### config.mk
export PLATFORM = sky130hd
export DESIGN_NAME = mreq_arbiter
export DESIGN_NICKNAME = d
export VERILOG_FILES = /design/src/rtl/mreq_arbiter.sv
export SDC_FILE = /design/constraint.sdc
export NUM_CORES = 1
export LEC_CHECK = 0
export CORE_MARGIN = 8
export CORE_UTILIZATION = 21
export CTS_CLUSTER_SIZE = 16
export DETAILED_ROUTE_END_ITERATION = 12
export GPL_TIMING_DRIVEN = 0
export PLACE_DENSITY = 0.85
export SYNTH_ARGS = -nofsm -noshare
export SYNTH_HDL_FRONTEND = slang
export SYNTH_SLANG_ARGS = --single-unit
### constraint.sdc
create_clock -name clk -period 1.1 [get_ports clk]
set_input_delay 0.11 -clock clk [delete_from_list [all_inputs] [get_ports clk]]
set_output_delay 0.11 -clock clk [all_outputs]
set_load 0.01 [all_outputs]
### src/rtl/mreq_arbiter.sv
// Two-requester MREQ arbiter in front of a single Wishbone command engine.
// Round-robin by default; define MREQ_ARB_FIXED_PRIO_EN to make requester 0 always win.
module mreq_arbiter #(
  parameter int unsigned MREQ_NBIT = 44
) (
  input  logic                   clk,
  input  logic                   rst,

  input  logic [1:0]             s_mreq_valid,
  output logic [1:0]             s_mreq_ready,
  input  logic [2*MREQ_NBIT-1:0] s_mreq,

  input  logic [1:0]             s_rx_valid,
  input  logic [15:0]            s_rx_data,
  output logic [1:0]             s_rx_ready,

  output logic [1:0]             s_tx_valid,
  output logic [7:0]             s_tx_data,
  input  logic [1:0]             s_tx_ready,

  output logic                   m_mreq_valid,
  input  logic                   m_mreq_ready,
  output logic [MREQ_NBIT-1:0]   m_mreq,

  output logic                   m_rx_valid,
  output logic [7:0]             m_rx_data,
  input  logic                   m_rx_ready,

  input  logic                   m_tx_valid,
  input  logic [7:0]             m_tx_data,
  output logic                   m_tx_ready,

  output logic [1:0]             grant
);

  localparam logic StIdle = 1'b0;
  localparam logic StBusy = 1'b1;

  logic state_q, state_d;
  logic g_q, g_d;
  logic win;

`ifdef MREQ_ARB_FIXED_PRIO_EN
  always_comb begin
    win = (s_mreq_valid == 2'b10);
  end
`else
  logic lp_q, lp_d;

  // Lone requester wins outright; on contention the one not served last wins.
  always_comb begin
    win = 1'b0;
    if (s_mreq_valid == 2'b10) begin
      win = 1'b1;
    end else if (s_mreq_valid == 2'b11) begin
      win = ~lp_q;
    end
  end

  always_comb begin
    lp_d = lp_q;
    if (state_q == StIdle && s_mreq_valid != 2'b00) begin
      lp_d = win;
    end
  end

  always_ff @(posedge clk) begin
    if (rst) begin
      lp_q <= 1'b1;
    end else begin
      lp_q <= lp_d;
    end
  end
`endif

  always_comb begin
    state_d = state_q;
    g_d     = g_q;
    case (state_q)
      StIdle: begin
        if (s_mreq_valid != 2'b00) begin
          state_d = StBusy;
          g_d     = win;
        end
      end
      default: begin
        // Only an accepted MREQ ends the transaction; a dropped valid does not.
        if (m_mreq_valid && m_mreq_ready) begin
          state_d = StIdle;
        end
      end
    endcase
  end

  always_ff @(posedge clk) begin
    if (rst) begin
      state_q <= StIdle;
      g_q     <= 1'b0;
    end else begin
      state_q <= state_d;
      g_q     <= g_d;
    end
  end

  always_comb begin
    s_mreq_ready = 2'b00;
    s_rx_ready   = 2'b00;
    s_tx_valid   = 2'b00;
    s_tx_data    = 8'h00;
    m_mreq_valid = 1'b0;
    m_mreq       = '0;
    m_rx_valid   = 1'b0;
    m_rx_data    = 8'h00;
    m_tx_ready   = 1'b0;
    grant        = 2'b00;
    if (state_q == StBusy) begin
      grant[g_q]        = 1'b1;
      m_mreq_valid      = s_mreq_valid[g_q];
      m_mreq            = g_q ? s_mreq[2*MREQ_NBIT-1:MREQ_NBIT] : s_mreq[MREQ_NBIT-1:0];
      s_mreq_ready[g_q] = m_mreq_ready;
      m_rx_valid        = s_rx_valid[g_q];
      m_rx_data         = g_q ? s_rx_data[15:8] : s_rx_data[7:0];
      s_rx_ready[g_q]   = m_rx_ready;
      s_tx_valid[g_q]   = m_tx_valid;
      s_tx_data         = m_tx_data;
      m_tx_ready        = s_tx_ready[g_q];
    end
  end

endmodule

* Word level (Yosys, flattened, before mapping)
Index checks and enable logic that the tools add are counted.
Widths: inputs -> output; s select.
** Cells by class
- Order comparisons :: 2
- Eq/ne operators :: 2
- Muxes and demuxes :: 25
- Bitwise operators :: 5
- Reduce and logical (&&, ||, !) cells :: 5
** Operators by type and width (count)
- $mux 44 :: 2
- $mux 8 :: 3
- $mux 1 :: 15
- $mux 2 :: 4
- $and 2x2->2 :: 3
- $eq 2x2->1 const B :: 2
- $logic_and 1x1->1 :: 3
- $lt 1x2->1 const B :: 1
- $not 1->1 :: 2
- $reduce_and 2->1 :: 1
- $reduce_bool 2->1 :: 1
- $demux 1 s1 :: 1
- $ge 1x1->1 const B :: 1
** Storage, ports and cells
- Flip-flop bits (word level) :: 3
- Input bits :: 123
- Output and inout port bits :: 71
- Word-level logic and storage cells :: 42

* Logic depth before layout (Yosys ltp)
Gate-level depths: netlist of run 1.
- Depth after elaboration :: 6
- Gate-level depth with buffers :: 4
- Mapped depth without buffers :: 3

* Worst setup path before layout of run 1
OpenSTA, ideal clock, no wires.
- Kind :: reg2out
- From :: reg g_q
- To :: out s_mreq_ready[0]
- Arrival :: 1.024 ns
- Required time :: 0.990 ns
- Setup slack :: -0.034 ns
- Stages on the path, launching flop included :: 5
- Path buffers :: 2
- Cell sequence :: dfxtp_1 -> buf_4 -> buf_6 -> nor2_1 -> and2_1
** Between the ends
- Word-level cells in the longest chain between the ends :: 6
- Elaborated cells on any way between the ends :: 7
- Classes of those cells :: order compare: 2; mux: 3; bitwise: 1; reduce/logical: 1
** RTL lines
- start, declared :: line 40 : logic g_q, g_d;
- start signal, assigned :: line 101 : g_q <= g_d;
- $lt 1x2->1 (not written as such) / $ge 1x1->1 (equally long branches) :: line 120 : s_mreq_ready[g_q] = m_mreq_ready;
- $logic_and 1x1->1 (not written as such) :: line 120
- $mux 1 (not written as such) :: line 120
- $demux 1 s1 * :: line 120
- $and 2x2->2 (no line) *
- $mux 2 * :: line 116 : if (state_q == StBusy) begin
- end, declared :: line 10 : output logic [1:0] s_mreq_ready,
Every way passes the cells marked *; elsewhere a longest branch is shown, timed or not.

* Worst setup path in the final report of run 1
- From :: reg g_q
- To :: out m_mreq[22]
** Between the ends
- Word-level cells in the longest chain between the ends :: 2
** RTL lines
- $mux 44 :: line 119 : m_mreq = g_q ? s_mreq[2*MREQ_NBIT-1:MREQ_NBIT] : s_mreq[MREQ_NBIT-1:0];
- $mux 44 :: line 116
- end, declared :: line 23 : output logic [MREQ_NBIT-1:0] m_mreq,
No other way between the ends.

==> results_dict.tcl, run 1 <==
set metrics [dict create \
    dr_total_vias 1889 \
    yosys.cell_types.count 16 \
    fmax_mhz 706 \
    initial_core_util 0.216 \
    crit_arrival_ns 1.31 \
    synth.area.top_cells "mux2i_1 (51%), nor2_1 (20%), and2_1 (6.9%)" \
    drt-initial-drc-count 26 \
    crit_path_start_kind "register" \
    grt_overflow_total 0 \
    synth_simple_gate_area_frac 0.306 \
    core-area_sq_um 5040 \
    irDropWorstVdd_mv 0.431 \
    syn-num-nets 276 \
    design.die.area_sq_um 7740 \
    finalWirelength_um 7220 \
    final_net_count 492 \
    netlist_instances 153 \
    synth.mux.area_fraction 0.506 \
    hp-class "in -> reg" \
    first_pass_grt_wire_length_um 10400 \
    ctsLongestPathBuffers 2 \
    synth_fa_ha_area_frac 0 \
    timing.critical_path.to_type "primary output" \
    synth-warning-count 0 \
    synth_area_per_cell_sq_um 7.11 \
    number_of_antenna_violations_at_the_first_check_in_global_routing 0 \
    final_critical_path_setup_slack_ns -0.317 \
    routed_via_density 4.31 \
    routedWlPerCell_um 16.5 \
    synth_top_family_by_area "multiplexers" \
    cts_sinks 3 \
    port_buffers 193 \
    yosys.area.top_type_share 0.506 \
    synthDominantAreaCellType "mux2i_1" \
    tritoncts.num_buffers 3 \
    finalPower_mw 1.87 \
    antenna_left 0 \
    placedCellCount 416 \
    period_share 1.29 \
    grt_max_degree 11 \
    timing.final.max_slew_violations 0 \
    power-per-cell-area_nw_per_um2 584 \
    final.min_clock_period_ns 1.42 \
    drt_pre_antenna_iters 4 \
    die_w_um 88.0 \
    hold_viol 0 \
    timing.slew.headroom 0.828 \
    total_number_of_h_tree_levels 1 \
    rsz0062_at_grt "yes" \
    path_common_cell "buf_12" \
    clock-skew-final_ns 0.00256 \
    gp_routability_congestion 0.786 \
    clock-root-buffer "clkbuf_8" \
    row_count 26 \
    area_growth_syn_to_layout_pct 195 \
    multi_input_gate_area_in_the_final_layout_sq_um 978 \
    via_count_of_the_first_global_routing_pass 2138 \
    fill_cells 461 \
    max_incr_delay_on_cp_ns 0.37 \
    die-height_um 88.0 \
    antenna_cells_inserted 0 \
    chain_of_cells_forming_the_critical_path "buf_12, buf_12, buf_4, mux2i_1, nor2_1, buf_2" \
    status "complete, but fails checks" \
    finish.instance_area_sq_um 3210 \
    failed_checks "setup timing" \
    finalSetupViolCount 64 \
    final-instance-count-excl-fill 438 \
    dp.final_hpwl_um 6020 \
    detailed_place.area_sq_um 3110 \
    crit_type "reg -> out" \
    timing.setup.tns_ns -15.30 \
    cts_hold_repair.buffers 0 \
    clk-insertion-delay-late_ns 0.22 \
    regArea_sq_um 67.6 \
    p_leak_nw 1.46 \
    drc_errors 0 \
    timing.max_cap.violations 0 \
    syn_area_sq_um 1090 \
    grtUsageTotal 0.172 \
    synth-xor-area-share 0 \
    max_slew.worst_pin.slew_ns 0.258 \
    worst-endpoint-required_ns 0.99 \
    worst-path-max-fanout 6 \
    clock_tree_from_tritoncts "built" \
    synth_compound_area_frac 0.0242 \
    synth_seq_cells 3 \
    synth_seq_area_share 0.0552 \
    drive_above_1_share 0.342 \
    design.portCount 194 \
    r2r_setup_slack_ns -0.08 \
    slowest_stage "dfxtp_4" \
    clkTransAtPathRegs_ns 0.03 \
]
sequential cells by signal, summed over array words and instances (netlist names):
register / flops
lp_q: 1
state_q: 1
g_q: 1
worst paths after layout:
kind                      from                  to  cells past startpoint
min reg2reg  lp_q$_SDFFE_PP1P_   lp_q$_SDFFE_PP1P_                      1
min                        rst  state_q$_SDFF_PP0_                      2
max reg2reg   g_q$_SDFFE_PP0P_  state_q$_SDFF_PP0_                      6
max           g_q$_SDFFE_PP0P_          m_mreq[22]                      6
cells in the mapped netlist:
cell      count
and3_1        3
and2_1       12
a211o_1       1
clkbuf_1      2
buf_4         6
buf_6         5
mux2i_1      55
dfxtp_1       3
nor2_1       58
nor3b_1       1
buf_2         1
nand2b_1      1
nand2_1       2
o32ai_1       1
inv_2         1
a32oi_1       1
worst max-delay path: cells and delay by family, from the launching register on:
family,cells,cell delay [ns]
buffers and inverters,4,0.50
flip-flops,1,0.37
AND/OR/NAND/NOR,1,0.05
multiplexers,1,0.18
where the power goes:
group | total, mW | switching (mW) | internal, mW
Clock | 0.323 | 0.0761 | 0.247
Combinational | 1.42 | 0.526 | 0.896
Sequential | 0.130 | 0.0115 | 0.118
per-layer routing:
metal	share of wire	vias to the layer above	GRT usage
met5	0	-	0
met4	0.014	0	0.0500
met3	0.096	9	0.0666
met2	0.54	94	0.335
met1	0.35	844	0.159
li1	-	942	-
metrics by stage:
| stage | hold slack, ns | utilization | setup WS, ns |
|---|---|---|---|
| global route | 0.520 | 0.637 | -0.370 |
| global placement | 0.470 | 0.617 | -0.566 |
| floorplan | 0.182 | - | 0.0460 |
| detailed placement | 0.485 | 0.617 | -0.607 |
| CTS | 0.489 | 0.606 | -0.415 |
| finish | 0.495 | 0.637 | -0.317 |
timing repair:
item	CTS	global route
endpoints found under the setup margin	71	74
endpoints found under the hold margin	0	0
setup buffers	10	7
gates resized for setup	318	24
pin swaps	5	6
cloned	1	2
layout by cell type, fill, tap and decap left out, drive strengths merged:
master,synthesis,routed
clkbuf,2,7
nor3b,1,1
a32oi,1,1
buf,12,99
nor2,58,58
o32ai,1,1
clkdlybuf4s50,0,122
mux2i,55,55
bufbuf,0,1
dfxtp,3,3
inv,1,1
a211o,1,1
nand2b,1,1
and3,3,3
nand2,2,2
and2,12,12
logic make-up after synthesis:
kind of cell | Yosys count
compound gates | 3
flops | 3
mux | 55
simple gates | 77
buf+inv | 15
cell type report:
class                      count  share of cell area
buffer                        12              0.0534
clock buffer                   4              0.0140
inverter                       1             0.00117
multi-input combinational    135               0.305
sequential                     3              0.0210
tap                           70              0.0273
timing repair buffer         213               0.578
(Power assumes the default switching activity.)
==> inputs of run 2 (changes only) <==
SKIP_LAST_GASP = 1   (was unset)
==> results_dict.tcl, run 2 (synthesis gave the netlist of run 1 again) <==
set metrics [dict create \
    core-area_sq_um 5040 \
    placedCellCount 416 \
    grt_max_degree 11 \
    worst-endpoint-required_ns 0.99 \
    finalPower_mw 1.87 \
    routedWlPerCell_um 16.7 \
    gp_routability_congestion 0.786 \
    detailed_place.area_sq_um 3110 \
    area_growth_syn_to_layout_pct 194 \
    multi_input_gate_area_in_the_final_layout_sq_um 968 \
    cts_sinks 3 \
    drc_errors 0 \
    power-per-cell-area_nw_per_um2 584 \
    clock-skew-final_ns 0.00245 \
    die-height_um 88.0 \
    grt_use_met1 0.158 \
    routed_via_density 4.39 \
    grt_most_used_layer "met2" \
    drt_pre_antenna_iters 4 \
    final_critical_path_setup_slack_ns -0.313 \
    period_share 1.28 \
    finalWirelength_um 7280 \
    design.portCount 194 \
    clk-insertion-delay-late_ns 0.22 \
    total_number_of_h_tree_levels 1 \
    initial_core_util 0.216 \
    crit_type "reg -> out" \
    crit_arrival_ns 1.30 \
    drt-initial-drc-count 25 \
    ctsLongestPathBuffers 2 \
    grtUsageTotal 0.170 \
    crit_path_start_kind "register" \
    leading_cell_types_in_the_layout_fill_and_taps_excluded "clkdlybuf4s50_1 (122), nor2_1 (57), mux2i_1 (50), buf_2 (43), clkbuf_2 (24)" \
    number_of_antenna_violations_at_the_first_check_in_global_routing 0 \
    regArea_sq_um 67.6 \
    timing.final.max_slew_violations 0 \
    dp.final_hpwl_um 6020 \
    hold_path.startpoint "rst" \
    final-instance-count-excl-fill 435 \
    clkTransAtPathRegs_ns 0.03 \
    clock-root-buffer "clkbuf_8" \
    timing.slew.headroom 0.827 \
    hp-class "in -> reg" \
    finish.instance_area_sq_um 3190 \
    finalSetupViolCount 64 \
    rsz0062_at_grt "yes" \
    die_w_um 88.0 \
    worstSetupStartpoint "g_q$_SDFFE_PP0P_" \
    via_count_of_the_first_global_routing_pass 2135 \
    fmax_mhz 708 \
    timing.max_cap.violations 0 \
    antenna_left 0 \
    ff2ff_path_depth 6 \
    clock_tree_from_tritoncts "built" \
    final.min_clock_period_ns 1.41 \
    timing.critical_path.to_type "primary output" \
    mostFrequentLayoutCell "clkdlybuf4s50_1" \
    p_leak_nw 1.44 \
    grt_overflow_total 0 \
    grtUsageMet2 0.334 \
    holdPathStages 2 \
    grt_util_met3 0.0629 \
    layout_top_registers "g_q x1, lp_q x1, state_q x1" \
    worst-path-max-fanout 8 \
    timing.rr.start "g_q$_SDFFE_PP0P_" \
    tritoncts.num_buffers 3 \
    design.die.area_sq_um 7740 \
    fill_cells 465 \
    status "complete, but fails checks" \
    antenna_cells_inserted 0 \
    final_net_count 489 \
    dr_total_vias 1910 \
    irDropWorstVdd_mv 0.429 \
    first_pass_grt_wire_length_um 10300 \
    failed_checks "setup timing" \
    max_slew.worst_pin.slew_ns 0.259 \
    hold_viol 0 \
    row_count 26 \
    drive_above_1_share 0.326 \
    port_buffers 193 \
]
## run 2: critical path: stages (launching register included)
cell       delay, ns
dfxtp_4         0.37
buf_12          0.16
clkbuf_16       0.16
mux2i_1         0.18
nor2_1          0.07
buf_2           0.14
## run 2: metrics by stage
step	TNS (ns)	hold slack, ns	util	setup WS [ns]
floorplan	0	0.182	-	0.0460
global placement	-33.64	0.470	0.617	-0.566
detailed placement	-36.29	0.485	0.617	-0.607
CTS	-24.10	0.489	0.643	-0.461
global route	-19.64	0.516	0.633	-0.398
finish	-15.28	0.487	0.633	-0.313
## run 2: path summary, 6_finish.rpt
kind                         to  slack [ns]
max reg2reg  state_q$_SDFF_PP0_       -0.08
max                  m_mreq[17]       -0.31
min reg2reg   lp_q$_SDFFE_PP1P_        0.50
min          state_q$_SDFF_PP0_        0.49
## run 2: layout make-up
cell class	instances	area share
buffer	12	0.0537
inverter	1	0.00118
sequential	3	0.0212
multi-input combinational	135	0.303
tap	70	0.0274
clock buffer	4	0.0141
timing repair buffer	210	0.579
## run 2: routing by layer
metal / share of wire / vias up / wire length (um)
met4: 0.014 / 0 / 102
met3: 0.095 / 9 / 688
met2: 0.55 / 94 / 4020
met5: 0 / - / 0
li1: - / 944 / -
met1: 0.34 / 863 / 2470
## run 2: where the power goes
group | switching [mW] | internal (mW) | total [mW] | leakage, nW
clock | 0.0759 | 0.247 | 0.323 | 0.0228
combinational | 0.527 | 0.885 | 1.41 | 1.39
sequential | 0.0115 | 0.118 | 0.130 | 0.0261
## run 2: what timing repair did
action	in CTS	in global routing
endpoints found under the setup margin	71	74
pin swaps	4	12
hold buffers	0	0
buffers inserted	10	2
gates cloned	1	4
gates resized for setup	218	91
==> inputs of run 3 (changes only) <==
ABC_CLOCK_PERIOD_IN_PS = 1100   (was unset)
CORE_ASPECT_RATIO = 0.8   (was unset)
TNS_END_PERCENT = 5   (was unset)
==> results_dict.tcl, run 3 (synthesis gave the netlist of run 1 again) <==
set metrics [dict create \
    timing.max_cap.violations 0 \
    routed_via_density 4.39 \
    slowest_stage "dfxtp_4" \
    ctsLongestPathBuffers 2 \
    via_count_of_the_first_global_routing_pass 2088 \
    max_slew.worst_pin.slew_ns 0.256 \
    total_number_of_h_tree_levels 1 \
    rsz0062_at_grt "yes" \
    routedWlPerCell_um 17.0 \
    r2r_setup_slack_ns -0.22 \
    tritoncts.num_buffers 3 \
    drt-initial-drc-count 19 \
    design.die.area_sq_um 7750 \
    grt_overflow_total 0 \
    fmax_mhz 696 \
    crit_path_start_kind "register" \
    period_share 1.31 \
    clock-skew-final_ns 0.00125 \
    core-area_sq_um 5010 \
    clock-root-buffer "clkbuf_8" \
    antenna_left 0 \
    leading_cell_types_in_the_layout_fill_and_taps_excluded "clkdlybuf4s50_1 (122), nor2_1 (57), mux2i_1 (49), buf_2 (37)" \
    crit_arrival_ns 1.33 \
    clk-insertion-delay-late_ns 0.21 \
    max_incr_delay_on_cp_ns 0.38 \
    timing.slew.headroom 0.829 \
    layout_top_registers "g_q x1, lp_q x1, state_q x1" \
    first_pass_grt_wire_length_um 10600 \
    drt_pre_antenna_iters 4 \
    irDropWorstVdd_mv 0.472 \
    finalPower_mw 1.84 \
    grtUsageTotal 0.176 \
    worstSetupStartpoint "g_q$_SDFFE_PP0P_" \
    finalSetupViolCount 72 \
    crit_type "reg -> out" \
    status "complete, but fails checks" \
    fin_util 0.642 \
    grt_max_degree 11 \
    final_net_count 487 \
    worst-path-max-fanout 5 \
    failed_checks "setup timing" \
    die-height_um 80.4 \
    grt_use_met1 0.177 \
    hp-class "in -> reg" \
    critical-path-top-delay-family "buffers and inverters" \
    grt_most_used_layer "met2" \
    row_count 23 \
    worst-endpoint-required_ns 0.99 \
    drc_errors 0 \
    dp.final_hpwl_um 6160 \
    port_buffers 193 \
    timing.final.max_slew_violations 0 \
    final.min_clock_period_ns 1.44 \
    die_w_um 96.5 \
    chain_of_cells_forming_the_critical_path "buf_8, buf_12, mux2i_1, nor2_1, clkdlybuf4s15_1" \
    timing.critical_path.to_type "primary output" \
    dr_total_vias 1866 \
    worst_hold_slack_ns 0.472 \
    final_critical_path_setup_slack_ns -0.337 \
    power-per-cell-area_nw_per_um2 572 \
    gp_routability_congestion 0.799 \
    timing.setup.tns_ns -17.57 \
    finalWirelength_um 7220 \
    drive_above_1_share 0.240 \
    initial_core_util 0.217 \
    hold_path.startpoint "rst" \
    timing.rr.start "g_q$_SDFFE_PP0P_" \
    number_of_antenna_violations_at_the_first_check_in_global_routing 0 \
    design.portCount 194 \
    hold_viol 0 \
    grtUsageMet2 0.330 \
    clock_tree_from_tritoncts "built" \
    antenna_cells_inserted 0 \
    clkTransAtPathRegs_ns 0.03 \
    mostFrequentLayoutCell "clkdlybuf4s50_1" \
    area_growth_syn_to_layout_pct 196 \
    cts_hold_repair.buffers 0 \
    p_leak_nw 1.43 \
    grt_util_met3 0.0717 \
    crit_buf_inv 3 \
    cts_sinks 3 \
]
run 3: changes by cell type in the layout (fill, tap and decap cells not counted), moves of 4 or more:
cell / change
and2_4: -4
clkbuf_16: -4
clkbuf_2: -13
dlygate4sd2_1: +12
and2_1: +4
buf_4: -5
buf_2: -6
clkdlybuf4s15_1: +12
buf_6: -4
run 3: report_power, final:
group / internal [mW] / total (mW) / switching, mW / leakage, nW
clock network: 0.247 / 0.314 / 0.0675 / 0.0228
registers: 0.118 / 0.133 / 0.0144 / 0.0261
logic: 0.877 / 1.39 / 0.514 / 1.38
run 3: worst paths after layout:
kind	end	cells past startpoint
setup / recovery	m_mreq[30]	5
hold reg to reg	lp_q$_SDFFE_PP1P_	1
setup reg to reg	state_q$_SDFF_PP0_	7
hold / removal	state_q$_SDFF_PP0_	2
run 3: timing repair:
action,in CTS,in global routing
resized for setup,230,26
endpoints found under the setup margin,71,72
setup buffers,10,1
pin swaps,2,5
cloned,5,0
run 3: metrics by stage:
step                      setup WS (ns)  area, sq um  cells
after floorplan                  0.0460         1090    153
after global placement           -0.559         3100    408
after detailed placement         -0.570         3100    408
after CTS                        -0.399         3310    427
after global routing             -0.396         3220    425
final                            -0.337         3220    425
run 3: cell type report:
class,instances,area (sq um)
timing repair buffer,207,1900
fill,467,1790
multi-input combinational,135,940
buffer,13,179
tap,62,77.6
sequential,3,67.6
clock buffer,4,45.0
inverter,1,3.75
run 3: metal layers:
layer  wire [um]  part of all wire
met3         838              0.12
met5           0                 0
met2        3760              0.52
met1        2540              0.35
met4          76             0.011
